**config.mk**
```make
export PLATFORM = sky130hd
export DESIGN_NAME = program_counter_unit_flat
export DESIGN_NICKNAME = d
export VERILOG_FILES = /design/src/rtl/program_counter_unit_pkg.sv /design/src/rtl/program_counter_unit_if.sv /design/src/rtl/program_counter_unit_reset_vector_rom.sv /design/src/rtl/program_counter_unit.sv /design/src/flat_wrapper.sv
export SDC_FILE = /design/constraint.sdc
export NUM_CORES = 1
export LEC_CHECK = 0
export BUFFER_PORTS_ARGS = -buffer_cell sky130_fd_sc_hd__clkbuf_2
export CAP_MARGIN = 30
export CORE_ASPECT_RATIO = 0.8
export CORE_MARGIN = 1.5
export CORE_UTILIZATION = 30
export DETAILED_ROUTE_END_ITERATION = 8
export PLACE_DENSITY = 0.56
export SYNTH_ARGS = -nofsm -noshare
export SYNTH_HDL_FRONTEND = slang
export SYNTH_SLANG_ARGS = --single-unit
```
**constraint.sdc**
```tcl
create_clock -name clock -period 2.2 [get_ports clock]
set_input_delay 0.11 -clock clock [delete_from_list [all_inputs] [get_ports clock]]
set_output_delay 0.11 -clock clock [all_outputs]
set_load 0.01 [all_outputs]
```
**src/rtl/program_counter_unit_pkg.sv**
```systemverilog
// Shared MIPS core definitions: PC state encoding, slot/vector defaults and the PC type.
package mips_pkg;

   typedef enum logic {
      RUN = 1'b0,
      ISR = 1'b1
   } pc_state_e;

   localparam int DEF_WIDTH       = 32;
   localparam int DEF_PROG_SEL_W  = 2;
   localparam int DEF_SLOT_STRIDE = 15;
   localparam int DEF_STEP        = 1;
   localparam int DEF_IRQ_VECTOR  = 60;

   typedef logic [DEF_WIDTH-1:0] pc_t;

endpackage

```
**src/rtl/program_counter_unit_if.sv**
```systemverilog
// Control/fetch-side bundle of the program counter unit.
// master = next-PC mux / control unit side, slave = program counter unit.
interface program_counter_unit_if #(
   parameter int WIDTH      = 32,
   parameter int PROG_SEL_W = 2
);
   logic [PROG_SEL_W-1:0] progr;
   logic                  stall;
   logic                  branch_taken;
   logic [WIDTH-1:0]      branch_target;
   logic                  interrupt;
   logic                  eret;
   logic [WIDTH-1:0]      pc;
   logic [WIDTH-1:0]      epc;
   logic                  in_isr;
   logic                  irq_ack;

   modport master (
      output progr, stall, branch_taken, branch_target, interrupt, eret,
      input  pc, epc, in_isr, irq_ack
   );

   modport slave (
      input  progr, stall, branch_taken, branch_target, interrupt, eret,
      output pc, epc, in_isr, irq_ack
   );
endinterface

```
**src/rtl/program_counter_unit_reset_vector_rom.sv**
```systemverilog
// Maps a program slot to its reset vector. Combinational so it can later be
// replaced by a table of arbitrary slot addresses.
module reset_vector_rom
   import mips_pkg::*;
#(
   parameter int WIDTH       = DEF_WIDTH,
   parameter int PROG_SEL_W  = DEF_PROG_SEL_W,
   parameter int SLOT_STRIDE = DEF_SLOT_STRIDE
) (
   input  logic [PROG_SEL_W-1:0] progr_i,
   output logic [WIDTH-1:0]      vec_o
);

   // Product formed wide enough to never overflow, then truncated to WIDTH.
   localparam int PW = WIDTH + PROG_SEL_W + 32;

   // Slot base address = slot index times slot stride, mod 2^WIDTH.
   always_comb begin
      vec_o = WIDTH'(PW'(progr_i) * PW'(SLOT_STRIDE));
   end

endmodule

```
**src/rtl/program_counter_unit.sv**
```systemverilog
// Architectural PC and exception return address with reset vector table,
// stall, branch/jump redirect and single-level interrupt entry/return.
//
// state | meaning
// RUN   | normal sequential / redirected fetch, interrupts accepted
// ISR   | executing interrupt handler, new interrupts ignored, eret returns
module program_counter_unit
   import mips_pkg::*;
#(
   parameter int WIDTH       = DEF_WIDTH,
   parameter int PROG_SEL_W  = DEF_PROG_SEL_W,
   parameter int SLOT_STRIDE = DEF_SLOT_STRIDE,
   parameter int STEP        = DEF_STEP,
   parameter int IRQ_VECTOR  = DEF_IRQ_VECTOR
) (
   input  logic                   clock,
   input  logic                   reset,
   program_counter_unit_if.slave  bus
);

   logic [WIDTH-1:0] rst_vec;
   logic [WIDTH-1:0] pc_q, pc_d;
   logic [WIDTH-1:0] epc_q, epc_d;
   logic [WIDTH-1:0] pc_inc;
   pc_state_e        state_q, state_d;
   logic             pending_q, pending_d;
   logic             irq_ack_q, irq_ack_d;
   logic             in_isr_q, in_isr_d;
   logic             accept;

   reset_vector_rom #(
      .WIDTH       (WIDTH),
      .PROG_SEL_W  (PROG_SEL_W),
      .SLOT_STRIDE (SLOT_STRIDE)
   ) u_reset_vector_rom (
      .progr_i (bus.progr),
      .vec_o   (rst_vec)
   );

   // Next-state selection in priority order: accept, eret, stall, redirect, step.
   always_comb begin
      pc_d      = pc_q;
      epc_d     = epc_q;
      state_d   = state_q;
      pending_d = pending_q;
      irq_ack_d = 1'b0;
      pc_inc    = pc_q + WIDTH'(STEP);
      accept    = (state_q == RUN) && (pending_q || bus.interrupt) && !bus.stall;

      if (accept) begin
         // Return address is where fetch would have gone this cycle.
         epc_d     = bus.branch_taken ? bus.branch_target : pc_inc;
         pc_d      = WIDTH'(IRQ_VECTOR);
         state_d   = ISR;
         pending_d = 1'b0;
         irq_ack_d = 1'b1;
      end else if ((state_q == ISR) && bus.eret && !bus.stall) begin
         pc_d    = epc_q;
         state_d = RUN;
      end else if (bus.stall) begin
         // A request seen during a stall is held until the stall lifts.
         if ((state_q == RUN) && bus.interrupt) begin
            pending_d = 1'b1;
         end
      end else if (bus.branch_taken) begin
         pc_d = bus.branch_target;
      end else begin
         pc_d = pc_inc;
      end

      in_isr_d = (state_d == ISR);
   end

   // State register with synchronous reset; reset aborts any handler in progress.
   always_ff @(posedge clock) begin
      if (reset) begin
         pc_q      <= rst_vec;
         epc_q     <= '0;
         state_q   <= RUN;
         pending_q <= 1'b0;
         irq_ack_q <= 1'b0;
         in_isr_q  <= 1'b0;
      end else begin
         pc_q      <= pc_d;
         epc_q     <= epc_d;
         state_q   <= state_d;
         pending_q <= pending_d;
         irq_ack_q <= irq_ack_d;
         in_isr_q  <= in_isr_d;
      end
   end

   assign bus.pc      = pc_q;
   assign bus.epc     = epc_q;
   assign bus.in_isr  = in_isr_q;
   assign bus.irq_ack = irq_ack_q;

endmodule

```
**src/flat_wrapper.sv**
```systemverilog
// flat-port wrapper written by rule: the top's interface ports become plain ports
module program_counter_unit_flat import mips_pkg::*;
#(
   parameter int WIDTH       = DEF_WIDTH,
   parameter int PROG_SEL_W  = DEF_PROG_SEL_W,
   parameter int SLOT_STRIDE = DEF_SLOT_STRIDE,
   parameter int STEP        = DEF_STEP,
   parameter int IRQ_VECTOR  = DEF_IRQ_VECTOR
)
  (clock, reset, bus_progr, bus_stall, bus_branch_taken, bus_branch_target, bus_interrupt, bus_eret, bus_pc, bus_epc, bus_in_isr, bus_irq_ack);
  program_counter_unit_if #(.WIDTH(WIDTH), .PROG_SEL_W(PROG_SEL_W)) bus_i ();
  input  logic clock;
  input  logic reset;
  input wire logic [$bits(bus_i.progr)-1:0] bus_progr;
  input wire logic [$bits(bus_i.stall)-1:0] bus_stall;
  input wire logic [$bits(bus_i.branch_taken)-1:0] bus_branch_taken;
  input wire logic [$bits(bus_i.branch_target)-1:0] bus_branch_target;
  input wire logic [$bits(bus_i.interrupt)-1:0] bus_interrupt;
  input wire logic [$bits(bus_i.eret)-1:0] bus_eret;
  output wire logic [$bits(bus_i.pc)-1:0] bus_pc;
  output wire logic [$bits(bus_i.epc)-1:0] bus_epc;
  output wire logic [$bits(bus_i.in_isr)-1:0] bus_in_isr;
  output wire logic [$bits(bus_i.irq_ack)-1:0] bus_irq_ack;
  assign bus_i.progr = bus_progr;
  assign bus_i.stall = bus_stall;
  assign bus_i.branch_taken = bus_branch_taken;
  assign bus_i.branch_target = bus_branch_target;
  assign bus_i.interrupt = bus_interrupt;
  assign bus_i.eret = bus_eret;
  assign bus_pc = bus_i.pc;
  assign bus_epc = bus_i.epc;
  assign bus_in_isr = bus_i.in_isr;
  assign bus_irq_ack = bus_i.irq_ack;
  program_counter_unit #(.WIDTH(WIDTH), .PROG_SEL_W(PROG_SEL_W), .SLOT_STRIDE(SLOT_STRIDE), .STEP(STEP), .IRQ_VECTOR(IRQ_VECTOR)) u_core (.clock(clock), .reset(reset), .bus(bus_i));
endmodule
```
==> results.cfg, run 1 <==
[die]
die_x_um = 130.3
core_region_area_um2 = 12390
rows = 36
dieArea_um2 = 13650
pin_count = 106
die_h_um = 104.8
start_util_pct = 31.38

[final_layout]
layout_common_cells = clkbuf_2, dfxtp_1, a21oi_1, nand2_1, o21ai_0
num-nets-final = 650
fin_area_um2 = 5069
layout-drive-gt1-share_pct = 29.51
area_growth_pct = 30.38
finalNonFillerCells = 781
final_common_cell = clkbuf_2
n_antenna_cell = 0
final_core_util_pct = 40.92

[synth]
syn-num-nets = 531
synth_edf_count = 6
yosys_warnings = 0
synth_cell_types = 58
synth.top_cells.by_area = dfxtp_1, a21oi_1, o21ai_0, nand2_1, edfxtp_1
synth_compound_area_share_pct = 25.20
synth_top_family_by_area = compound AO/OA/AOI/OAI gates
synthAdderAreaFrac_pct = 1.287
synth_area_per_cell_um2 = 7.983
yosys.area_share.simple_pct = 24.27
synth_area_leader_cell = dfxtp_1
synth_top_area_share_pct = 31.41
synthMuxAreaShare_pct = 2.832
ys_seq_elements = 67
synth_flop_cell = dfxtp_1
synth_async_sr_flop_share_pct = 0
synth_xor_area_share_pct = 4.506
postSynthCellCount = 487
ys_seq_area_share_pct = 36.05
netlist_area_um2 = 3887

[clocking]
cts_max_path_buffers = 2
cts_tree = yes
clock-sinks = 67
cts_hold_buf = 0
cts.clk_slew.worst_paths_ns = 0.06
cts_root_buf = clkbuf_16
numCtsBuffers = 9
htreeDepth = 3
clk_latency_ns = 0.33

[sta]
slew_headroom_pct = 60.74
max_freq_mhz = 465.2
worst_slack_ns = 0.05049
worst-slew-pin-transition_ns = 0.5882
finClkSkew_ns = 0.005391
hold_viol = 0
period_minus_slack_ns = 2.150
setup_viol_count_final = 0
finalCritPeriodShare_pct = 97.70
tns_ns = 0
final_max_slew_viol_count = 0
rsz0062_at_grt = true

[worst_setup_path]
required_ns = 2.45
worstSetupPathType = flop to flop
worst_setup_path_end_kind = flop
arrival_ns = 2.40
cp_slowest_stage_delay_ns = 0.59
cp_max_fo = 5
worstPathCellList = ha_4 > nand3_4 > or4_4 > nor3_4 > nand2_2 > o31a_1 > o32ai_2
critPathSlowestCell = or4_4
critPathLaunchType = flop

[routing]
vias = 4078
drt-initial-drc-count = 249
drc = 0
viasPerCell = 5.222
antenna_left = 0
wire_per_inst_um = 16.97
wl_um = 13250
dr.pass1.iters = 4

[global_routing]
antenna_found_initial = 0
grt_max_degree = 59
grt_pass1_vias = 4007
grt.total_usage_pct = 19.71
globalRoute.totalOverflow = 0
grt_pass1_wl_um = 20720

[place]
place_ws_ns = 0.02543
gp_congestion = 0.8474
dp_cells = 764
port_buffers = 105
dp_hpwl_um = 9510
post_dp_cell_area_um2 = 4758

[power_and_ir_drop]
net-switching-power_uw = 986.4
p_sw_share_pct = 28.91
combPwrFrac_pct = 18.9
power.density_nw_per_um2 = 673.1
pwr-share-seq_pct = 41.0
pwr-share-clk_pct = 40.1
power.internal_mw = 2.425
leakagePower_nw = 2.157
irDropWorstVdd_mv = 0.4029

[outcome]
status = finished clean

[min_path]
min_path_type = primary input to flop

[job]
maxCapViolations = 0
==> metal layers <==
| metal | global-route usage (%) | wire (um) | share of wire [%] |
|---|---|---|---|
| met1 | 26.37 | 6169 | 47 |
| met4 | 5.238 | 127 | 0.96 |
| met2 | 31.20 | 6055 | 46 |
| met3 | 5.172 | 899 | 6.8 |
| met5 | 0 | 0 | 0 |
==> power by group through the flow <==
stage               sequential (mW)  clock (mW)  combinational, mW
floorplan                      1.45           0              0.330
global placement               1.42           0              0.631
finish                         1.40        1.37              0.645
global route                   1.41        1.45              0.717
CTS                            1.40        1.40              0.643
detailed placement             1.43           0              0.640
==> worst max-delay path: cells and delay by family (launching register included) <==
kind	cells	cell delay, ns
AO/OA/AOI/OAI	2	0.45
adder cells (fa/ha/maj)	1	0.18
flip-flops	1	0.43
AND/OR/NAND/NOR	4	1.02
==> repair_timing <==
item	4_1_cts	5_1_grt
endpoints found under the setup margin	0	18
gates resized for setup	0	6
hold endpoints to repair	0	0
setup buffers	0	2
==> Yosys cell counts, types with 2 or more instances <==
master,count
buf_6,2
nor4_4,2
ha_1,4
o21ai_1,4
a221oi_1,2
o31ai_1,5
mux2i_1,11
a22oi_1,3
buf_2,2
nor4_1,6
nand2b_1,8
nand4_1,7
xor2_1,9
a22o_1,3
o31a_1,3
edfxtp_1,6
xnor2_1,11
clkbuf_8,3
and3_1,2
nand3_1,10
nor2_1,43
a41oi_1,2
inv_1,13
buf_1,2
and2_1,2
nand2_1,52
a21oi_1,58
a32oi_1,6
nand2_2,2
nand3b_1,6
and4_1,10
o21a_1,5
a31oi_1,7
nor3_1,10
nor2b_1,4
nand4_2,2
o21ai_0,52
clkbuf_1,25
dfxtp_1,61
a211oi_1,3
o32ai_2,2
==> sequential cells by signal (all words and copies together), names as in the netlist <==
name,count
u_core.bus.epc,32
u_core.bus.pc,32
u_core.bus.irq_ack,1
u_core.pending_q,1
u_core.state_q,1
==> area by class of cell <==
cell class | instances | area (um^2)
Fill cell | 1288 | 7318
Multi-Input combinational cell | 372 | 2286
Clock buffer | 13 | 270.3
Timing Repair Buffer | 142 | 832.0
Sequential cell | 67 | 1404
Clock inverter | 2 | 10.01
Inverter | 14 | 52.55
Tap cell | 171 | 214.0
==> final timing paths <==
check,startpoint,to,slack [ns],cells after the start
worst max-delay path,u_core.bus.pc[1]$_DFFE_PP_,u_core.bus.pc[24]$_SDFFE_PP0N_,0.05,7
worst min-delay path,bus_branch_target[26],u_core.bus.epc[26]$_SDFFE_PP0P_,0.05,3
worst max register to register,u_core.bus.pc[1]$_DFFE_PP_,u_core.bus.pc[24]$_SDFFE_PP0N_,0.05,7
worst min register to register,u_core.bus.epc[4]$_SDFFE_PP0P_,u_core.bus.epc[4]$_SDFFE_PP0P_,0.47,2
==> through the flow <==
step,hold WS (ns),power (mW)
floorplan,0.2693,1.784
global placement,0.3942,2.051
detailed placement,0.3916,2.065
CTS,0.04697,3.440
global route,0.08803,3.575
finish,0.05407,3.412
==> cells by family after synthesis <==
| family | after synthesis |
|---|---|
| fa+ha+maj | 4 |
| flops | 67 |
| mux | 11 |
| compound gates | 162 |
| simple gates | 175 |
| xor+xnor | 20 |
| buf+inv | 48 |
Note: power is estimated with default switching activity, not from simulation.
==> run 2: changes to the inputs <==
--- a/config.mk
+++ b/config.mk
@@ -5,6 +5,7 @@
 export SDC_FILE = /design/constraint.sdc
 export NUM_CORES = 1
 export LEC_CHECK = 0
+export ABC_AREA = 1
 export BUFFER_PORTS_ARGS = -buffer_cell sky130_fd_sc_hd__clkbuf_2
 export CAP_MARGIN = 30
 export CORE_ASPECT_RATIO = 0.8
==> run 2 against run 1 <==
Worst hold slack better by 0.0087 ns. Sequential share of layout area is 0.50 points lower. Critical path depth up 4. Via count rose by 3.1%. Combinational power decreased by 18%. Flip-flop and latch count unchanged. Clock skew increased by 0.0021 ns. Power grew 1.3%. Register-to-register slack better by 0.36 ns. Setup slack better by 0.36 ns. Largest cell class unchanged. Highest routed layer unchanged.
==> results.cfg, run 2 <==
[outcome]
status = finished clean

[die]
die_x_um = 135.3
die_h_um = 108.9
pin_count = 106
rows = 38
dieArea_um2 = 14730
core_region_area_um2 = 13600
start_util_pct = 30.90

[routing]
wl_um = 12720
vias = 4204
viasPerCell = 4.640
top_layer = met4
wire_per_inst_um = 14.04
wl_met1_um = 6622
antenna_left = 0
drt-initial-drc-count = 271
dr.pass1.iters = 4
drc = 0
route.met2.wl_um = 5130
route.met3.wl_um = 933

[worst_setup_path]
worst_setup_path_end_kind = flop
worstSetupPathType = flop to flop
r2r_start = u_core.bus.pc[0]$_DFFE_PP_
r2r_cells = 11
required_ns = 2.46
r2r-end = u_core.bus.pc[26]$_SDFFE_PP0N_
critPathLaunchType = flop
arrival_ns = 2.05
cp_max_fo = 5
r2r_slack_ns = 0.41

[sta]
worst_slack_ns = 0.4112
holdWs_ns = 0.06274
finClkSkew_ns = 0.007493
max_freq_mhz = 559.0
rsz0062_at_grt = false
worst-slew-pin-transition_ns = 0.5529
finalCritPeriodShare_pct = 81.31
tns_ns = 0
final_max_slew_viol_count = 0
setup_viol_count_final = 0
hold_viol = 0
slew_headroom_pct = 63.14
period_minus_slack_ns = 1.789

[final_layout]
final_common_cell = nand2_1
layout_common_cells = nand2_1, clkbuf_2, dfxtp_1, inv_1, a21oi_1
fin_area_um2 = 5152
area_growth_pct = 22.63
num-nets-final = 765
layout-drive-gt1-share_pct = 26.86
fill_cells = 1499
finalNonFillerCells = 906
n_antenna_cell = 0
final_core_util_pct = 37.89

[synth]
synth_top_area_share_pct = 29.06
yosys_warnings = 0
ys_seq_area_share_pct = 33.35
postSynthCellCount = 623
netlist_area_um2 = 4202
synthTopCellsByCount = nand2_1, dfxtp_1, inv_1
syn-num-nets = 667
synth_cell_types = 39
synth_most_common_cell = nand2_1
synth_edf_count = 6
synth_flop_cell = dfxtp_1
synth_async_sr_flop_share_pct = 0
synth_area_per_cell_um2 = 6.744
synth.top_cells.by_area = dfxtp_1, nand2_1, a21oi_1, inv_1, nand3_1
synth_area_leader_cell = dfxtp_1
ys_seq_elements = 67

[place]
dp_cells = 890
place_ws_ns = 0.4264
post_dp_cell_area_um2 = 4843
dp_hpwl_um = 9514
port_buffers = 105
gp_congestion = 0.8895

[min_path]
min_path_type = primary input to flop
hold_end = u_core.bus.epc[13]$_SDFFE_PP0P_
hp-start = bus_branch_target[13]
holdPathStages = 3

[global_routing]
globalRoute.totalOverflow = 0
antenna_found_initial = 0
grt_pass1_wl_um = 20950
grt_pass1_vias = 4014
grt.total_usage_pct = 18.36
grt_max_degree = 54

[clocking]
post_cts_buffers = 0
cts_hold_buf = 0
cts.clk_slew.worst_paths_ns = 0.06
htreeDepth = 3
ctsResizeCount = 0
cts_max_path_buffers = 2
clock-sinks = 67
clk_latency_ns = 0.33
cts_root_buf = clkbuf_16
numCtsBuffers = 9
cts_tree = yes

[job]
maxCapViolations = 0

[power_and_ir_drop]
leakagePower_nw = 2.283
power.density_nw_per_um2 = 670.8
irDropWorstVdd_mv = 0.3571
power_mw = 3.456
## run 2: final cells by class
| class | count | area, um^2 | area share (%) |
|---|---|---|---|
| flip-flops and latches | 67 | 1401 | 27.20 |
| well taps | 180 | 225.2 | 4.371 |
| repair buffers | 113 | 585.6 | 11.36 |
| multi-input cells | 469 | 2402 | 46.62 |
| clock inverters | 6 | 80.08 | 1.554 |
| clock buffers | 10 | 229.0 | 4.444 |
| inverters | 61 | 229.0 | 4.444 |
## run 2: layer usage
| metal | GRT usage (%) | vias up |
|---|---|---|
| met1 | 26.82 | 1895 |
| met3 | 5.021 | 2 |
| met4 | 3.840 | 0 |
| met5 | 0 | - |
| li1 | - | 2205 |
| met2 | 26.75 | 102 |
## run 2: critical path, stage by stage, from the launching register on
cell      delay [ns]
edfxtp_1        0.44
ha_1            0.21
nand2_2         0.08
nor2_4          0.17
nand2_4         0.12
nor2_1          0.22
nand2_1         0.08
nand2_1         0.06
nand3_1         0.08
nand3_1         0.09
nand2_1         0.05
a21oi_1         0.11
## run 2: power breakdown
part	internal [mW]	switching [mW]
sequential	1.31	0.0841
clock	0.983	0.552
combinational	0.197	0.332
total	2.49	0.969
## run 2: worst max-delay path by stage
stage	startpoint	to	slack, ns	cells after the start
2_1_floorplan	u_core.bus.pc[0]$_DFFE_PP_	u_core.bus.epc[30]$_SDFFE_PP0P_	0.63	9
3_3_place_gp	u_core.bus.pc[0]$_DFFE_PP_	u_core.bus.pc[26]$_SDFFE_PP0N_	0.43	10
3_5_place_dp	u_core.bus.pc[0]$_DFFE_PP_	u_core.bus.pc[26]$_SDFFE_PP0N_	0.43	11
4_1_cts	u_core.bus.pc[0]$_DFFE_PP_	u_core.bus.pc[26]$_SDFFE_PP0N_	0.40	11
5_1_grt	u_core.bus.pc[0]$_DFFE_PP_	u_core.bus.pc[26]$_SDFFE_PP0N_	0.18	11
6_report	u_core.bus.pc[0]$_DFFE_PP_	u_core.bus.pc[26]$_SDFFE_PP0N_	0.41	11
## run 2: kinds of logic after synthesis
group,Yosys count,share of synthesized area (%)
and+or+nand+nor,338,37.97
adders and majority gates,4,1.191
DFF,67,33.35
AOI/OAI and AO/OA,120,16.53
muxes,1,0.2382
buffers and inverters,87,9.470
xor gates and xnor gates,6,1.251
==> run 3: changes to the inputs <==
--- a/config.mk
+++ b/config.mk
@@ -12,7 +12,7 @@
 export CORE_MARGIN = 1.5
 export CORE_UTILIZATION = 30
 export DETAILED_ROUTE_END_ITERATION = 8
-export PLACE_DENSITY = 0.56
+export PLACE_DENSITY = 0.54
 export SYNTH_ARGS = -nofsm -noshare
 export SYNTH_HDL_FRONTEND = slang
 export SYNTH_SLANG_ARGS = --single-unit
==> constraint.sdc (replaced) <==
create_clock -name clock -period 1.9 [get_ports clock]
set_input_delay 0.095 -clock clock [delete_from_list [all_inputs] [get_ports clock]]
set_output_delay 0.095 -clock clock [all_outputs]
set_load 0.01 [all_outputs]
==> run 3 against run 2 <==
Count of clock-buffer cells in the layout increased by 2. Utilization is 0.33 points higher. Power increased by 9.9%. Non-clock buffer count increased by 9. Fmax increased by 3.2%. Design area grew 0.87%. Setup slack worse by 0.24 ns.
==> results.cfg, run 3 (synthesis gave the netlist of run 2 again) <==
[sta]
max_freq_mhz = 576.9
slew_headroom_pct = 58.02
finClkSkew_ns = 0.006785
worst-slew-pin-transition_ns = 0.6288
setup_viol_count_final = 0
final_max_slew_viol_count = 0
period_minus_slack_ns = 1.733
finalCritPeriodShare_pct = 91.23
hold_viol = 0

[final_layout]
layout_common_cells = nand2_1, clkbuf_2, dfxtp_1, inv_1, a21oi_1
multiInputGateArea_um2 = 2402
layout-drive-gt1-share_pct = 27.79
area_growth_pct = 23.70
n_antenna_cell = 0
fill_cells = 1478
num-nets-final = 774
fin_area_um2 = 5197
final_common_cell = nand2_1
regArea_um2 = 1401

[worst_setup_path]
worstSetupPathType = flop to flop
crit_top_cell = nand2_1
path_buf_inv = 0
worstPathCellList = ha_1 > nand2_2 > nor2_4 > nand2_4 > nor2_4 > nand2_1 > nand2_1 > nand3_1 > nand3_1 > nand2_1 > a21oi_1
worstSetupStartpoint = u_core.bus.pc[0]$_DFFE_PP_
cp_max_fo = 5
r2r_start = u_core.bus.pc[0]$_DFFE_PP_
worst_setup_path_end_kind = flop
critPathSlowestCell = edfxtp_1
critical_path.top_delay_family = simple AND/OR/NAND/NOR gates
arrival_ns = 2.00
critPathLaunchType = flop
required_ns = 2.17
cp_slowest_stage_delay_ns = 0.39

[clocking]
cts_hold_buf = 0
cts.clk_slew.worst_paths_ns = 0.06
cts_root_buf = clkbuf_16
cts_tree = yes
cts_max_path_buffers = 2
numCtsBuffers = 9
htreeDepth = 3
post_cts_buffers = 0
clk_latency_ns = 0.34
clock-sinks = 67
ctsResizeCount = 0

[min_path]
hp-start = bus_branch_target[13]
min_path_type = primary input to flop

[routing]
dr.pass1.iters = 5
viasPerCell = 4.811
drt-initial-drc-count = 280
vias = 4397
antenna_left = 0
drc = 0
wire_per_inst_um = 14.96
wl_um = 13670

[power_and_ir_drop]
irDropWorstVdd_mv = 0.3986
power_mw = 3.798
leakagePower_nw = 2.324
power.density_nw_per_um2 = 730.8

[global_routing]
antenna_found_initial = 0
grt.total_usage_pct = 19.18
grt_max_degree = 55
grt_pass1_vias = 4146
grt_pass1_wl_um = 21400
globalRoute.totalOverflow = 0

[place]
post_dp_cell_area_um2 = 4913
port_buffers = 105
dp_hpwl_um = 10200
gp_congestion = 0.8717

[die]
die_x_um = 135.3
die_h_um = 108.9
rows = 38
core_region_area_um2 = 13600
start_util_pct = 30.90
pin_count = 106
dieArea_um2 = 14730

[job]
maxCapViolations = 0

[outcome]
status = finished clean
==> run 3: layout make-up <==
class                      count  area share [%]
tap                          180           4.333
inverter                      61           4.405
sequential                    67           26.96
multi-input combinational    469           46.22
clock inverter                 3          0.2889
timing repair buffer         122           13.05
clock buffer                  12           4.742
==> run 3: path summary, 6_finish.rpt <==
path                                      to  slack, ns  cells after the start
min          u_core.bus.epc[13]$_SDFFE_PP0P_       0.03                      3
max           u_core.bus.pc[28]$_SDFFE_PP0N_       0.17                     11
min reg2reg  u_core.bus.epc[19]$_SDFFE_PP0P_       0.48                      1
max reg2reg   u_core.bus.pc[28]$_SDFFE_PP0N_       0.17                     11
==> run 3: metrics by stage <==
stage | hold slack (ns) | util, % | TNS (ns) | worst slack (ns) | instances
after global routing | 0.04881 | 38.22 | -0.001170 | -0.001170 | 914
after floorplan | 0.1954 | - | 0 | 0.3261 | 623
after CTS | 0.01636 | 38.06 | 0 | 0.1150 | 911
final | 0.03265 | 38.22 | 0 | 0.1667 | 914
after detailed placement | 0.3770 | 36.13 | 0 | 0.1304 | 896
after global placement | 0.3720 | 36.13 | 0 | 0.2326 | 896
==> run 3: worst min-delay path, cell delays in order <==
cell and delay (ns):
clkbuf_2 0.09, o21ai_2 0.05, o22ai_1 0.09
==> run 3: metal layers <==
| metal | routed length [um] | track usage, % | share of wire, % |
|---|---|---|---|
| met1 | 6958 | 26.76 | 51 |
| met4 | 160 | 5.991 | 1.2 |
| met5 | 0 | 0 | 0 |
| met2 | 5634 | 28.75 | 41 |
| met3 | 916 | 5.114 | 6.7 |
==> run 3: power breakdown <==
| part | switching (mW) | internal, mW |
|---|---|---|
| Combinational | 0.410 | 0.252 |
| Sequential | 0.0961 | 1.51 |
| Clock | 0.621 | 0.905 |
